--- src/rtl/rotary_offset_decoder_if.sv ---
// Encoder inputs and counter_offset outputs of the rotary offset decoder.
// The decoder is the master (producer); the consumer/driver side is the slave.
interface rotary_offset_decoder_if;
  logic       enc_a;
  logic       enc_b;
  logic [7:0] counter_offset;
  logic       step_cw;
  logic       step_ccw;
  logic       quad_error;

  modport master (
    input  enc_a,
    input  enc_b,
    output counter_offset,
    output step_cw,
    output step_ccw,
    output quad_error
  );

  modport slave (
    output enc_a,
    output enc_b,
    input  counter_offset,
    input  step_cw,
    input  step_ccw,
    input  quad_error
  );
endinterface

--- src/rtl/rotary_offset_decoder.sv ---
// Quadrature decoder turning debounced encoder detents into a saturating
// divider tap (counter_offset) for the LED-chaser clock divider.
module rotary_offset_decoder #(
  parameter int DEBOUNCE_CYCLES = 50000,
  parameter int OFFSET_MIN      = 18,
  parameter int OFFSET_MAX      = 25,
  parameter int OFFSET_RESET    = 25
) (
  input  logic                   CLOCK_50,
  input  logic                   reset_n,
  rotary_offset_decoder_if.master bus
);

  localparam int              CNT_W   = $clog2(DEBOUNCE_CYCLES + 1);
  localparam logic [CNT_W-1:0] CNT_MAX = CNT_W'(DEBOUNCE_CYCLES);
  localparam logic [7:0]      OFF_MIN = 8'(OFFSET_MIN);
  localparam logic [7:0]      OFF_MAX = 8'(OFFSET_MAX);
  localparam logic [7:0]      OFF_RST = 8'(OFFSET_RESET);

  logic [1:0] raw;
  logic [1:0] filt;

  assign raw = {bus.enc_a, bus.enc_b};

  // Per-channel 2-FF synchroniser followed by a stability counter.
  generate
    for (genvar gi = 0; gi < 2; gi++) begin : g_chan
      logic [1:0]       sync_reg;
      logic [CNT_W-1:0] cnt_reg;
      logic             filt_reg;

      always_ff @(posedge CLOCK_50 or negedge reset_n) begin
        if (!reset_n) begin
          sync_reg <= 2'b11;
          cnt_reg  <= '0;
          filt_reg <= 1'b1;
        end else begin
          sync_reg <= {sync_reg[0], raw[gi]};
          if (sync_reg[1] == filt_reg) begin
            cnt_reg <= '0;
          end else if (cnt_reg == CNT_MAX) begin
            filt_reg <= sync_reg[1];
            cnt_reg  <= '0;
          end else begin
            cnt_reg <= cnt_reg + 1'b1;
          end
        end
      end

      assign filt[gi] = filt_reg;
    end
  endgenerate

  function automatic logic [1:0] cw_succ(input logic [1:0] p);
    case (p)
      2'b11:   cw_succ = 2'b01;
      2'b01:   cw_succ = 2'b00;
      2'b00:   cw_succ = 2'b10;
      default: cw_succ = 2'b11;
    endcase
  endfunction

  // Sub-count is 4 bits wide so that the +4 detent value is representable;
  // it is clamped to -4..+4 in case illegal jumps push it further.
  logic [1:0]        phase_prev_reg;
  logic signed [3:0] sub_reg, sub_next, sub_step;
  logic [7:0]        offset_reg, offset_next;
  logic              step_cw_reg, step_cw_next;
  logic              step_ccw_reg, step_ccw_next;
  logic              quad_error_reg, quad_error_next;

  always_comb begin
    sub_step        = sub_reg;
    sub_next        = sub_reg;
    offset_next     = offset_reg;
    step_cw_next    = 1'b0;
    step_ccw_next   = 1'b0;
    quad_error_next = 1'b0;

    if ((filt ^ phase_prev_reg) == 2'b11) begin
      quad_error_next = 1'b1;
    end else if (filt != phase_prev_reg) begin
      if (filt == cw_succ(phase_prev_reg)) begin
        sub_step = (sub_reg == 4'sd4) ? sub_reg : sub_reg + 4'sd1;
      end else begin
        sub_step = (sub_reg == -4'sd4) ? sub_reg : sub_reg - 4'sd1;
      end
    end
    sub_next = sub_step;

    if (filt == 2'b11 && phase_prev_reg != 2'b11) begin
      sub_next = 4'sd0;
      if (!quad_error_next) begin
        step_cw_next  = (sub_step == 4'sd4);
        step_ccw_next = (sub_step == -4'sd4);
      end
    end

    if (step_cw_next && offset_reg > OFF_MIN) begin
      offset_next = offset_reg - 8'd1;
    end else if (step_ccw_next && offset_reg < OFF_MAX) begin
      offset_next = offset_reg + 8'd1;
    end
  end

  always_ff @(posedge CLOCK_50 or negedge reset_n) begin
    if (!reset_n) begin
      phase_prev_reg <= 2'b11;
      sub_reg        <= 4'sd0;
      offset_reg     <= OFF_RST;
      step_cw_reg    <= 1'b0;
      step_ccw_reg   <= 1'b0;
      quad_error_reg <= 1'b0;
    end else begin
      phase_prev_reg <= filt;
      sub_reg        <= sub_next;
      offset_reg     <= offset_next;
      step_cw_reg    <= step_cw_next;
      step_ccw_reg   <= step_ccw_next;
      quad_error_reg <= quad_error_next;
    end
  end

  assign bus.counter_offset = offset_reg;
  assign bus.step_cw        = step_cw_reg;
  assign bus.step_ccw       = step_ccw_reg;
  assign bus.quad_error     = quad_error_reg;

endmodule

--- src/flat_wrapper.sv ---
// flat-port wrapper written by rule: the top's interface ports become plain ports
module rotary_offset_decoder_flat 
#(
  parameter int DEBOUNCE_CYCLES = 50000,
  parameter int OFFSET_MIN      = 18,
  parameter int OFFSET_MAX      = 25,
  parameter int OFFSET_RESET    = 25
)
  (CLOCK_50, reset_n, bus_enc_a, bus_enc_b, bus_counter_offset, bus_step_cw, bus_step_ccw, bus_quad_error);
  rotary_offset_decoder_if bus_i ();
  input  logic CLOCK_50;
  input  logic reset_n;
  input wire logic [$bits(bus_i.enc_a)-1:0] bus_enc_a;
  input wire logic [$bits(bus_i.enc_b)-1:0] bus_enc_b;
  output wire logic [$bits(bus_i.counter_offset)-1:0] bus_counter_offset;
  output wire logic [$bits(bus_i.step_cw)-1:0] bus_step_cw;
  output wire logic [$bits(bus_i.step_ccw)-1:0] bus_step_ccw;
  output wire logic [$bits(bus_i.quad_error)-1:0] bus_quad_error;
  assign bus_i.enc_a = bus_enc_a;
  assign bus_i.enc_b = bus_enc_b;
  assign bus_counter_offset = bus_i.counter_offset;
  assign bus_step_cw = bus_i.step_cw;
  assign bus_step_ccw = bus_i.step_ccw;
  assign bus_quad_error = bus_i.quad_error;
  rotary_offset_decoder #(.DEBOUNCE_CYCLES(DEBOUNCE_CYCLES), .OFFSET_MIN(OFFSET_MIN), .OFFSET_MAX(OFFSET_MAX), .OFFSET_RESET(OFFSET_RESET)) u_core (.CLOCK_50(CLOCK_50), .reset_n(reset_n), .bus(bus_i));
endmodule
--- config.mk ---
export PLATFORM = sky130hd
export DESIGN_NAME = rotary_offset_decoder_flat
export DESIGN_NICKNAME = d
export VERILOG_FILES = /design/src/rtl/rotary_offset_decoder_if.sv /design/src/rtl/rotary_offset_decoder.sv /design/src/flat_wrapper.sv
export SDC_FILE = /design/constraint.sdc
export NUM_CORES = 1
export LEC_CHECK = 0
export CORE_MARGIN = 2
export CORE_UTILIZATION = 25
export DETAILED_ROUTE_END_ITERATION = 8
export SYNTH_ARGS = -nofsm -noshare
export SYNTH_HDL_FRONTEND = slang
export SYNTH_SLANG_ARGS = --single-unit
--- constraint.sdc ---
create_clock -name CLOCK_50 -period 4.55 [get_ports CLOCK_50]
set_input_delay 1.365 -clock CLOCK_50 [delete_from_list [all_inputs] [get_ports CLOCK_50]]
set_output_delay 1.365 -clock CLOCK_50 [all_outputs]
set_load 0.005 [all_outputs]
==> run summary <==
Inserted Diodes -> 0
met1 Usage GRT -> 11.9%
GRT Resource Usage Total -> 9.30%
final hold violation count -> 0
leakage power -> 1.41 nW
critical path data arrival time -> 4.36 ns
Setup CP Type -> reg -> reg
core box area -> 11900 sq um
Synth top area share -> 36.6%
first-pass GRT wire length -> 9.91 mm
worst min path class -> reg -> reg
Post-Route WL -> 5.62 mm
# hold bufs at CTS -> 0
Final Skew -> 0.00806 ns
Max-Cap Viols -> 0
Fmax -> 241 MHz
Syn-to-layout area delta -> 14.5%
PortBufs -> 14
Setup Buffers After CTS -> 0
DR WL/cell -> 12.0 um
Synth Register Bits -> 55
CP Max Fanout -> 7
Crit path required time -> 4.76 ns
NumNets Final -> 336
Cells after Synth -> 304
share of layout cells above drive strength 1 -> 10.9%
H-tree depth -> 2
CTS resizes -> 0
routed vias/inst -> 4.67
row cnt -> 40
CP startpoint kind -> register
most frequent cells in the layout -> 44 x dfrtp_1, 40 x nor2_1, 22 x xnor2_1
RSZ-0062 raised after global routing -> no
GPL Wtd Cong -> 0.817
fin crit period -> 4.15 ns
cell taking the most area after synthesis -> dfrtp_1
clock root cell -> clkbuf_16
DRT iter0 DRCs -> 91
setup TNS -> 0 ns
Net Count, Synth -> 321
FFs w/ async S/R, synth -> 100%
most common library cell in the layout ignoring fill and taps -> dfrtp_1
M2 GR Usage -> 15.0%
Final Power -> 0.000901 W
Post-synth EDFFs -> 0
Setup crit end kind -> register
dominant cells by area after synthesis -> dfrtp_1 37%, dfstp_2 9.6%, xnor2_1 6.4%
final core occ -> 29.0%
final worst-path cycle share -> 91.2%
number of global-route vias before repair -> 2218
Clock transition at path regs -> 0.07 ns
met3 Use GR -> 1.86%
initial antenna violation count -> 0
Worst Max-Slew Pin Slew -> 0.587 ns
Die H -> 114 um
worst-skew pair later-pin latency -> 0.29 ns
gr ovfl total -> 0
die area -> 12900 sq um
Starting Density -> 25.4%
final slew viol count -> 0
Top FF cell, synth -> dfrtp_1
largest net degree at the start of global routing -> 34
first drt pass iteration count -> 4
mean post-synth cell area -> 9.90 sq um
busiest grt layer -> met2
vias -> 2179
VDD IR max -> 0.118 mV
Sink Count -> 55
hpwl dp -> 4.01 mm
DRC viols -> 0
total clock buffers created by CTS -> 5
synth unique cells -> 46
I/O Pins -> 15
outcome -> completed
post-route ant nets -> 0
CTS max path bufs -> 2
CTS tree -> built
Ys Warns -> 0
register area share after synthesis -> 46.2%
Setup violations, final -> 0
Slew Limit Headroom -> 60.9%
mapped cell area -> 3010 sq um
die boundary width -> 114 um
P per Cell Area -> 261 nW/um^2
Largest register FFs -> 32
## metal layers
layer / share of wire, % / wire, um
met1: 49 / 2730
met3: 3.1 / 172
met5: 0 / 0
met2: 46 / 2590
met4: 2.2 / 121
## cell usage after synthesis, types with 3 or more instances
master / n
nand4_1: 4
o21ai_0: 13
mux2_2: 3
nor4b_1: 4
dfstp_2: 11
xor2_1: 17
xnor2_1: 22
clkbuf_1: 3
nand3b_1: 3
dfrtp_1: 44
inv_1: 20
a21oi_1: 16
or3_1: 9
nor2_1: 40
nor3_1: 7
nand2_1: 13
mux2_4: 5
nand3_1: 15
and3_1: 8
ha_1: 12
## cells by family (layout without fill, tap and decap cells)
logic type                 after synthesis  count (layout)  synth area share, %
and+or+nand+nor                        116             116                 20.0
xor gates and xnor gates                39              39                 11.4
adders and majority gates               13              13                 5.65
DFF                                     55              55                 46.2
AOI/OAI and AO/OA                       45              45                 9.19
buffers and inverters                   27              43                 3.70
muxes                                    9               9                 3.95
## power breakdown
part           switching, W  internal, W
sequential       0.00000783     0.000497
clock              0.000165     0.000204
combinational     0.0000192   0.00000817
## critical path, cell delays in order, from the launching register on
cell	delay, ns
dfstp_2	0.61
xnor2_1	0.25
or2_0	0.34
o22ai_1	0.16
a31oi_1	0.28
nand4_2	0.22
or3_1	0.43
inv_1	0.18
ha_1	0.26
a21oi_1	0.19
o21ai_0	0.10
a21oi_1	0.21
o21bai_1	0.10
a21oi_1	0.22
mux2_2	0.37
o2bb2ai_1	0.13
## layout make-up
cell class,instances,area [sq um]
Clock inverter,1,5.00
Timing Repair Buffer,15,143
Inverter,20,75.1
Tap cell,147,184
Multi-Input combinational cell,222,1520
Sequential cell,55,1390
Clock buffer,7,133
Fill cell,1221,8420
## final timing paths
check | start | slack, ns | end | cells after the start
worst max-delay path | u_core.g_chan[1].filt_reg | 0.40 | u_core.bus.counter_offset[7] | 15
worst min-delay path | u_core.g_chan[1].sync_reg[0] | 0.36 | u_core.g_chan[1].sync_reg[1] | 0
worst max register to register | u_core.g_chan[1].filt_reg | 0.40 | u_core.bus.counter_offset[7] | 15
worst min register to register | u_core.g_chan[1].sync_reg[0] | 0.36 | u_core.g_chan[1].sync_reg[1] | 0
max in group asynchronous | reset_n | 2.62 | u_core.g_chan[0].sync_reg[0] | 2
min in group asynchronous | reset_n | 1.06 | u_core.g_chan[1].cnt_reg[8] | 1
## per-stage QoR
| stage | instance area (sq um) | setup slack [ns] | std cells | hold WS, ns |
|---|---|---|---|---|
| 2_1_floorplan | 3010 | 0.804 | 304 | 0.345 |
| 3_3_place_gp | 3300 | 0.525 | 459 | 0.348 |
| 3_5_place_dp | 3300 | 0.358 | 459 | 0.349 |
| 4_1_cts | 3440 | 0.323 | 467 | 0.359 |
| 5_1_grt | 3440 | 0.0863 | 467 | 0.366 |
| 6_report | 3440 | 0.399 | 467 | 0.357 |
(Power assumes the default switching activity.)
